==> src/rtl/stepped_pair_counter_bank_pkg.sv <==
// rtl/stepped_pair_counter_bank_pkg.sv - op encodings, channel state and width helpers
package stepped_pair_pkg;

    localparam logic [1:0] OP_HOLD = 2'b00;
    localparam logic [1:0] OP_UP   = 2'b01;
    localparam logic [1:0] OP_DOWN = 2'b10;
    localparam logic [1:0] OP_CLR  = 2'b11;

    // Channel state is a pure function of the step count k
    typedef enum logic [1:0] {
        IDLE = 2'd0,
        RUN  = 2'd1,
        FULL = 2'd2
    } ch_state_t;

    // Channel select width; a single channel still gets a one-bit select
    function automatic int chw_of(input int nch);
        return (nch > 1) ? $clog2(nch) : 1;
    endfunction

    // Step count width, wide enough to hold max_steps itself
    function automatic int kw_of(input int max_steps);
        return $clog2(max_steps + 1);
    endfunction

endpackage

==> src/rtl/stepped_pair_counter_bank_if.sv <==
// rtl/stepped_pair_counter_bank_if.sv - command and observation bundle of the counter bank
interface stepped_pair_counter_bank_if #(
    parameter int W         = 16,
    parameter int NCH       = 4,
    parameter int MAX_STEPS = 1000
);
    import stepped_pair_pkg::*;

    localparam int CHW = chw_of(NCH);
    localparam int KW  = kw_of(MAX_STEPS);

    logic               step_all;
    logic               cmd_valid;
    logic [CHW-1:0]     cmd_ch;
    logic [1:0]         cmd_op;
    logic [NCH*W-1:0]   x_out;
    logic [NCH*W-1:0]   y_out;
    logic [NCH*KW-1:0]  k_out;
    logic [NCH-1:0]     full;
    logic               uflow;
    logic               wrapped;
    logic               bad_ch;
    logic               inv_err;
    logic               forbid_hit;

    modport master (
        output step_all, cmd_valid, cmd_ch, cmd_op,
        input  x_out, y_out, k_out, full, uflow, wrapped, bad_ch, inv_err, forbid_hit
    );

    modport slave (
        input  step_all, cmd_valid, cmd_ch, cmd_op,
        output x_out, y_out, k_out, full, uflow, wrapped, bad_ch, inv_err, forbid_hit
    );

endinterface

==> src/rtl/stepped_pair_counter_bank_channel.sv <==
// rtl/stepped_pair_counter_bank_channel.sv - one (x, y, k) counter pair driven by a resolved op
module stepped_pair_channel
    import stepped_pair_pkg::*;
#(
    parameter int W         = 16,
    parameter int KW        = 10,
    parameter int X_INIT    = 2,
    parameter int Y_INIT    = 0,
    parameter int STEP_X    = 2,
    parameter int STEP_Y    = 1,
    parameter int MAX_STEPS = 1000,
    parameter int WRAP      = 0
) (
    input  logic            clk,
    input  logic            rst,
    input  logic [1:0]      op,
    output logic [W-1:0]    x,
    output logic [W-1:0]    y,
    output logic [KW-1:0]   k,
    output ch_state_t       state,
    output logic            uflow,
    output logic            wrapped
);

    localparam logic [W-1:0]  XI   = W'(X_INIT);
    localparam logic [W-1:0]  YI   = W'(Y_INIT);
    localparam logic [W-1:0]  SX   = W'(STEP_X);
    localparam logic [W-1:0]  SY   = W'(STEP_Y);
    localparam logic [KW-1:0] KMAX = KW'(MAX_STEPS);

    logic [W-1:0]  x_q, y_q, x_d, y_d;
    logic [KW-1:0] k_q, k_d;
    logic          uflow_q, uflow_d, wrap_q, wrap_d;

    // Classify the registered step count into idle / running / full
    always_comb begin
        if (k_q == '0)
            state = IDLE;
        else if (k_q == KMAX)
            state = FULL;
        else
            state = RUN;
    end

    // Next pair and one-cycle event flags for the op chosen this cycle
    always_comb begin
        x_d     = x_q;
        y_d     = y_q;
        k_d     = k_q;
        uflow_d = 1'b0;
        wrap_d  = 1'b0;
        unique case (op)
            OP_UP: begin
                if (state != FULL) begin
                    x_d = x_q + SX;
                    y_d = y_q + SY;
                    k_d = k_q + 1'b1;
                end else if (WRAP != 0) begin
                    x_d    = XI;
                    y_d    = YI;
                    k_d    = '0;
                    wrap_d = 1'b1;
                end
            end
            OP_DOWN: begin
                if (state != IDLE) begin
                    x_d = x_q - SX;
                    y_d = y_q - SY;
                    k_d = k_q - 1'b1;
                end else begin
                    uflow_d = 1'b1;
                end
            end
            OP_CLR: begin
                x_d = XI;
                y_d = YI;
                k_d = '0;
            end
            default: ;
        endcase
    end

    // Register the pair, the step count and the event pulses
    always_ff @(posedge clk) begin
        if (rst) begin
            x_q     <= XI;
            y_q     <= YI;
            k_q     <= '0;
            uflow_q <= 1'b0;
            wrap_q  <= 1'b0;
        end else begin
            x_q     <= x_d;
            y_q     <= y_d;
            k_q     <= k_d;
            uflow_q <= uflow_d;
            wrap_q  <= wrap_d;
        end
    end

    assign x       = x_q;
    assign y       = y_q;
    assign k       = k_q;
    assign uflow   = uflow_q;
    assign wrapped = wrap_q;

endmodule

==> src/rtl/stepped_pair_counter_bank.sv <==
// rtl/stepped_pair_counter_bank.sv - bank of lockstep (x, y) counters with trajectory monitors
module stepped_pair_counter_bank
    import stepped_pair_pkg::*;
#(
    parameter int W         = 16,
    parameter int NCH       = 4,
    parameter int X_INIT    = 2,
    parameter int Y_INIT    = 0,
    parameter int STEP_X    = 2,
    parameter int STEP_Y    = 1,
    parameter int MAX_STEPS = 1000,
    parameter int WRAP      = 0,
    parameter int FORB_X    = 4,
    parameter int FORB_Y    = 0
) (
    input  logic                    clk,
    input  logic                    rst,
    stepped_pair_counter_bank_if.slave bus
);

    localparam int CHW = chw_of(NCH);
    localparam int KW  = kw_of(MAX_STEPS);

    localparam logic [W-1:0] XI = W'(X_INIT);
    localparam logic [W-1:0] YI = W'(Y_INIT);
    localparam logic [W-1:0] SX = W'(STEP_X);
    localparam logic [W-1:0] SY = W'(STEP_Y);
    localparam logic [W-1:0] FX = W'(FORB_X);
    localparam logic [W-1:0] FY = W'(FORB_Y);

    logic [1:0]    ops      [NCH];
    logic [W-1:0]  xs       [NCH];
    logic [W-1:0]  ys       [NCH];
    logic [KW-1:0] ks       [NCH];
    ch_state_t     states   [NCH];
    logic [NCH-1:0] uflow_v, wrap_v;

    logic               bad_now, bad_q;
    logic               inv_now, inv_q;
    logic               forb_now, forb_q;
    logic [NCH*W-1:0]   x_all, y_all;
    logic [NCH*KW-1:0]  k_all;
    logic [NCH-1:0]     full_all;

    // A command aimed past the last channel is flagged and dropped
    always_comb begin
        bad_now = bus.cmd_valid && (int'(bus.cmd_ch) >= NCH);
    end

    // Per-channel op: a targeted non-hold command beats the broadcast step
    always_comb begin
        for (int i = 0; i < NCH; i++) begin
            ops[i] = bus.step_all ? OP_UP : OP_HOLD;
            if (bus.cmd_valid && !bad_now && bus.cmd_ch == CHW'(i) && bus.cmd_op != OP_HOLD)
                ops[i] = bus.cmd_op;
        end
    end

    for (genvar g = 0; g < NCH; g++) begin : g_ch
        stepped_pair_channel #(
            .W(W), .KW(KW), .X_INIT(X_INIT), .Y_INIT(Y_INIT),
            .STEP_X(STEP_X), .STEP_Y(STEP_Y), .MAX_STEPS(MAX_STEPS), .WRAP(WRAP)
        ) u_ch (
            .clk(clk), .rst(rst), .op(ops[g]),
            .x(xs[g]), .y(ys[g]), .k(ks[g]), .state(states[g]),
            .uflow(uflow_v[g]), .wrapped(wrap_v[g])
        );
    end

    // Pack channel state onto the flat buses, channel 0 in the LSBs
    always_comb begin
        x_all    = '0;
        y_all    = '0;
        k_all    = '0;
        full_all = '0;
        for (int i = 0; i < NCH; i++) begin
            x_all[i*W +: W]   = xs[i];
            y_all[i*W +: W]   = ys[i];
            k_all[i*KW +: KW] = ks[i];
            full_all[i]       = (states[i] == FULL);
        end
    end

    // Monitors: recompute the trajectory from k with a multiply, and spot the forbidden pair
    always_comb begin
        inv_now  = 1'b0;
        forb_now = 1'b0;
        for (int i = 0; i < NCH; i++) begin
            if (xs[i] != XI + SX * W'(ks[i]) || ys[i] != YI + SY * W'(ks[i]))
                inv_now = 1'b1;
            if (xs[i] == FX && ys[i] == FY)
                forb_now = 1'b1;
        end
    end

    // bad_ch pulse plus the two sticky monitor flags
    always_ff @(posedge clk) begin
        if (rst) begin
            bad_q  <= 1'b0;
            inv_q  <= 1'b0;
            forb_q <= 1'b0;
        end else begin
            bad_q  <= bad_now;
            inv_q  <= inv_q | inv_now;
            forb_q <= forb_q | forb_now;
        end
    end

    assign bus.x_out      = x_all;
    assign bus.y_out      = y_all;
    assign bus.k_out      = k_all;
    assign bus.full       = full_all;
    assign bus.uflow      = |uflow_v;
    assign bus.wrapped    = |wrap_v;
    assign bus.bad_ch     = bad_q;
    assign bus.inv_err    = inv_q;
    assign bus.forbid_hit = forb_q;

endmodule

==> src/flat_wrapper.sv <==
// flat-port wrapper written by rule: the top's interface ports become plain ports
module stepped_pair_counter_bank_flat import stepped_pair_pkg::*;
#(
    parameter int W         = 16,
    parameter int NCH       = 4,
    parameter int X_INIT    = 2,
    parameter int Y_INIT    = 0,
    parameter int STEP_X    = 2,
    parameter int STEP_Y    = 1,
    parameter int MAX_STEPS = 1000,
    parameter int WRAP      = 0,
    parameter int FORB_X    = 4,
    parameter int FORB_Y    = 0
)
  (clk, rst, bus_step_all, bus_cmd_valid, bus_cmd_ch, bus_cmd_op, bus_x_out, bus_y_out, bus_k_out, bus_full, bus_uflow, bus_wrapped, bus_bad_ch, bus_inv_err, bus_forbid_hit);
  stepped_pair_counter_bank_if #(.W(W), .NCH(NCH), .MAX_STEPS(MAX_STEPS)) bus_i ();
  input  logic clk;
  input  logic rst;
  input wire logic [$bits(bus_i.step_all)-1:0] bus_step_all;
  input wire logic [$bits(bus_i.cmd_valid)-1:0] bus_cmd_valid;
  input wire logic [$bits(bus_i.cmd_ch)-1:0] bus_cmd_ch;
  input wire logic [$bits(bus_i.cmd_op)-1:0] bus_cmd_op;
  output wire logic [$bits(bus_i.x_out)-1:0] bus_x_out;
  output wire logic [$bits(bus_i.y_out)-1:0] bus_y_out;
  output wire logic [$bits(bus_i.k_out)-1:0] bus_k_out;
  output wire logic [$bits(bus_i.full)-1:0] bus_full;
  output wire logic [$bits(bus_i.uflow)-1:0] bus_uflow;
  output wire logic [$bits(bus_i.wrapped)-1:0] bus_wrapped;
  output wire logic [$bits(bus_i.bad_ch)-1:0] bus_bad_ch;
  output wire logic [$bits(bus_i.inv_err)-1:0] bus_inv_err;
  output wire logic [$bits(bus_i.forbid_hit)-1:0] bus_forbid_hit;
  assign bus_i.step_all = bus_step_all;
  assign bus_i.cmd_valid = bus_cmd_valid;
  assign bus_i.cmd_ch = bus_cmd_ch;
  assign bus_i.cmd_op = bus_cmd_op;
  assign bus_x_out = bus_i.x_out;
  assign bus_y_out = bus_i.y_out;
  assign bus_k_out = bus_i.k_out;
  assign bus_full = bus_i.full;
  assign bus_uflow = bus_i.uflow;
  assign bus_wrapped = bus_i.wrapped;
  assign bus_bad_ch = bus_i.bad_ch;
  assign bus_inv_err = bus_i.inv_err;
  assign bus_forbid_hit = bus_i.forbid_hit;
  stepped_pair_counter_bank #(.W(W), .NCH(NCH), .X_INIT(X_INIT), .Y_INIT(Y_INIT), .STEP_X(STEP_X), .STEP_Y(STEP_Y), .MAX_STEPS(MAX_STEPS), .WRAP(WRAP), .FORB_X(FORB_X), .FORB_Y(FORB_Y)) u_core (.clk(clk), .rst(rst), .bus(bus_i));
endmodule
==> config.mk <==
export PLATFORM = sky130hd
export DESIGN_NAME = stepped_pair_counter_bank_flat
export DESIGN_NICKNAME = d
export VERILOG_FILES = /design/src/rtl/stepped_pair_counter_bank_pkg.sv /design/src/rtl/stepped_pair_counter_bank_if.sv /design/src/rtl/stepped_pair_counter_bank_channel.sv /design/src/rtl/stepped_pair_counter_bank.sv /design/src/flat_wrapper.sv
export SDC_FILE = /design/constraint.sdc
export NUM_CORES = 1
export LEC_CHECK = 0
export ABC_AREA = 1
export BUFFER_PORTS_ARGS = -buffer_cell sky130_fd_sc_hd__buf_4
export CORE_MARGIN = 1
export CORE_UTILIZATION = 61
export DETAILED_ROUTE_END_ITERATION = 8
export PLACE_DENSITY = 0.91
export SYNTH_ARGS = -nofsm -noshare
export SYNTH_HDL_FRONTEND = slang
export SYNTH_SLANG_ARGS = --single-unit
==> constraint.sdc <==
create_clock -name clk -period 3 [get_ports clk]
set_input_delay 0.45 -clock clk [delete_from_list [all_inputs] [get_ports clk]]
set_output_delay 0.45 -clock clk [all_outputs]
set_load 0.1 [all_outputs]
==> results by group <==
Job
  • Max Cap Viol: 0

Global route
  • GR Util All Layers: 0.419
  • Pin count of the biggest net entering global routing: 63
  • First-pass GRT wire length: 90600 um
  • Congestion Overflow GR: 0
  • Vias in the first global route: 17.9k
  • Initial antenna violation count: 1

Place
  • Routability cong.: 1.01
  • PortBufs: 178
  • Post-DP HPWL: 43400 um
  • Placed instance count: 3299
  • Post-DP Area: 18000 um2

Critical path
  • Reg2reg setup slack: 0.43 ns
  • WP data required: 3.32 ns
  • Slowest CP cell: dfxtp_4
  • Slowest stage delay, CP: 0.38 ns
  • Critical R2R Capture: u_core.g_ch[0].u_ch.k[2]
  • Crit path capture: u_core.g_ch[0].u_ch.k[2]
  • Crit start category: flop
  • Worst Path Class, Setup: reg2reg
  • Cells along the critical path: inv_1 -> ha_1 -> nand3_1 -> nor4_4 -> o21ai_1 -> nand3_1 -> inv_1 -> nand2_2 -> inv_2 -> nand2_1 -> nor2_1 -> a21oi_1 -> nor2_1
  • R2r worst-path depth: 13
  • Arrival time worst endpoint: 2.89 ns
  • Crit-path max FO: 32
  • Worst R2R Start: u_core.g_ch[0].u_ch.k[1]
  • Crit. End Element: flop
  • Critical Path Start: u_core.g_ch[0].u_ch.k[1]

Die
  • I/O pin count: 185
  • Std-Cell Core Area: 26100 um2
  • Die extent in x: 165 um
  • Cell Rows: 59
  • Die height: 165 um
  • Die area: 27300 um2
  • Starting Density: 0.623

STA
  • Final Max Tran Viols: 0
  • RSZ-0062 raised after global routing: false
  • Final setup fails: 0
  • Worst-margin pin slew: 0.748 ns
  • Fmax: 389 MHz
  • Final Hold Fails: 0
  • Crit share post-route: 0.856
  • Slew margin rel.: 0.497
  • Worst Skew: 0.0168 ns
  • Min Tclk post-route: 2.57 ns

Power
  • Comb pwr share: 0.291
  • Clock share of power: 0.346
  • Internal power component: 0.00416 W
  • Leak Pwr: 9.04 nW
  • Total Power: 0.00706 W
  • Switching Share: 0.411
  • Flop pwr share: 0.363
  • Pwr Density: 380 nW/um2
  • Max IR drop VDD: 0.000379 V
  • Total net switching power: 0.00290 W

Yosys
  • Synthesized area per cell: 5.64 um2
  • Mapped Cells: 2876
  • Sequential area share after synthesis: 0.210
  • Post-synthesis cell area: 16200 um2
  • Netlist cell types: 49
  • Post-synth EDFFs: 0
  • Main flop type after synthesis: dfxtp_1
  • Synth warn: 0
  • Asr flop ratio synth: 0
  • Synth top area share: 0.211
  • Flops & latches, synth: 170
  • Top post-synthesis cells by count: nand2_1, inv_1, nand3_1
  • Yosys top cell by area: nand2_1
  • Most numerous cell in the Yosys netlist: nand2_1
  • Synth area leaders: nand2_1, dfxtp_1, nand3_1, inv_1, xor2_1

Clock tree
  • CTS tree: yes
  • H-tree depth: 4
  • # clock sinks: 170
  • Worst skew pair latency: 0.45 ns
  • CTS max path bufs: 2
  • Hold Buf Count CTS: 0
  • Total CTS buffers: 17
  • Setup bufs post-CTS: 0
  • CTS Root Cell: clkbuf_16
  • Clock Pin Slew Worst Setup and Hold Paths: 0.07 ns
  • Cells resized by post-CTS repair: 0

Detailed routing
  • Drt first pass iters: 8
  • Initial drt markers: 2475
  • DRC viols: 0
  • Wirelength per Cell: 17.5 um
  • Via density: 6.00
  • DR vias: 20.0k
  • Total Wirelength: 58200 um
  • Detail Route Antenna Nets: 0

Cells and area
  • Multi-input logic area: 11000 um2
  • Filler cells: 2356
  • Layout cell share with drive strength beyond 1: 0.110
  • Layout area overhead: 14.4%
  • Fin util: 0.713
  • Post-route insts no fill: 3331
  • Final non-filler cell area: 18600 um2
  • Sequential cell area: 3480 um2
  • Final nets: 3023
  • Inserted Diodes: 0

Hold path
  • Worst hold stages: 2
  • Worst Hold Class: in2reg

Status
  • Status: finished clean
==> power by group through the flow <==
stage               clock network, W  registers (W)  logic [W]
CTS                          0.00243        0.00255    0.00202
global route                 0.00252        0.00257    0.00218
detailed placement                 0        0.00260    0.00201
floorplan                          0        0.00314   0.000954
global placement                   0        0.00260    0.00198
finish                       0.00244        0.00256    0.00205
==> placed cells by master, fill, tap and decap left out, types with 14 or more instances in the layout <==
| cell | instances |
|---|---|
| inv_1 | 363 |
| xnor2_1 | 26 |
| dfxtp_1 | 135 |
| nand4_1 | 56 |
| nor2_1 | 268 |
| nor3_1 | 29 |
| dfxtp_2 | 20 |
| a21oi_1 | 217 |
| nand3_1 | 273 |
| buf_4 | 210 |
| clkbuf_16 | 18 |
| o41ai_1 | 21 |
| o22ai_1 | 14 |
| nand3b_1 | 20 |
| xor2_1 | 127 |
| ha_1 | 32 |
| nand2_1 | 911 |
| o21ai_0 | 82 |
| a41oi_1 | 26 |
| dfxtp_4 | 15 |
==> logic make-up (layout without fill, tap and decap cells) <==
| logic type | after synthesis | in the layout | share of synthesized area |
|---|---|---|---|
| other cells | 1 | 6 | 0.000231 |
| simple gates | 1607 | 1607 | 0.416 |
| compound gates | 406 | 406 | 0.142 |
| buf+inv | 505 | 620 | 0.123 |
| xor+xnor | 155 | 155 | 0.0846 |
| flops | 170 | 170 | 0.210 |
| fa+ha+maj | 32 | 32 | 0.0247 |
==> registers in the layout, indices dropped and copies added (netlist names) <==
signal and cells:
u_core.g_ch.u_ch.y 64, u_core.g_ch.u_ch.x 60, u_core.g_ch.u_ch.k 40, u_core.g_ch.u_ch.uflow 4
u_core.bus.forbid_hit 1, u_core.bus.inv_err 1
==> metrics by stage <==
stage / TNS (ns) / hold slack [ns] / worst slack, ns
4_1_cts: 0 / 0.370 / 0.495
3_3_place_gp: 0 / 0.490 / 0.358
3_5_place_dp: 0 / 0.495 / 0.260
5_1_grt: 0 / 0.383 / 0.262
2_1_floorplan: -0.718 / 0.639 / -0.0398
6_report: 0 / 0.378 / 0.432
==> routing by layer <==
metal  GRT usage  wire length (um)  vias up
met5           0                 0        -
met1       0.527             23000     9102
met3      0.0742              6170      229
met2       0.673             26000     1179
li1            -                 -     9476
met4       0.235              2990        0
==> worst min-delay path by stage <==
| stage | slack, ns | startpoint | to |
|---|---|---|---|
| floorplan | 0.64 | u_core.g_ch[0].u_ch.k[1] | u_core.g_ch[0].u_ch.k[1] |
| global placement | 0.49 | u_core.g_ch[3].u_ch.y[14] | u_core.g_ch[3].u_ch.y[14] |
| finish | 0.38 | rst | u_core.g_ch[2].u_ch.x[3] |
| CTS | 0.37 | rst | u_core.g_ch[2].u_ch.x[3] |
| global route | 0.38 | rst | u_core.g_ch[2].u_ch.x[3] |
| detailed placement | 0.50 | u_core.g_ch[2].u_ch.x[13] | u_core.g_ch[2].u_ch.x[13] |
==> area by class of cell <==
cell class | count | share of cell area
Tap cell | 335 | 0.0226
Multi-Input combinational cell | 2206 | 0.591
Timing Repair Buffer | 215 | 0.0903
Inverter | 373 | 0.0754
Sequential cell | 170 | 0.188
Clock inverter | 13 | 0.00815
Clock buffer | 19 | 0.0250
==> worst max-delay path: cells and delay by family (launching register included) <==
kind                       cells  cell delay [ns]
and+or+nand+nor                7             1.00
buffers and inverters          3             0.56
DFF                            1             0.38
AOI/OAI and AO/OA              2             0.27
adders and majority gates      1             0.21
No activity file was read; power rests on OpenSTA's default activity.
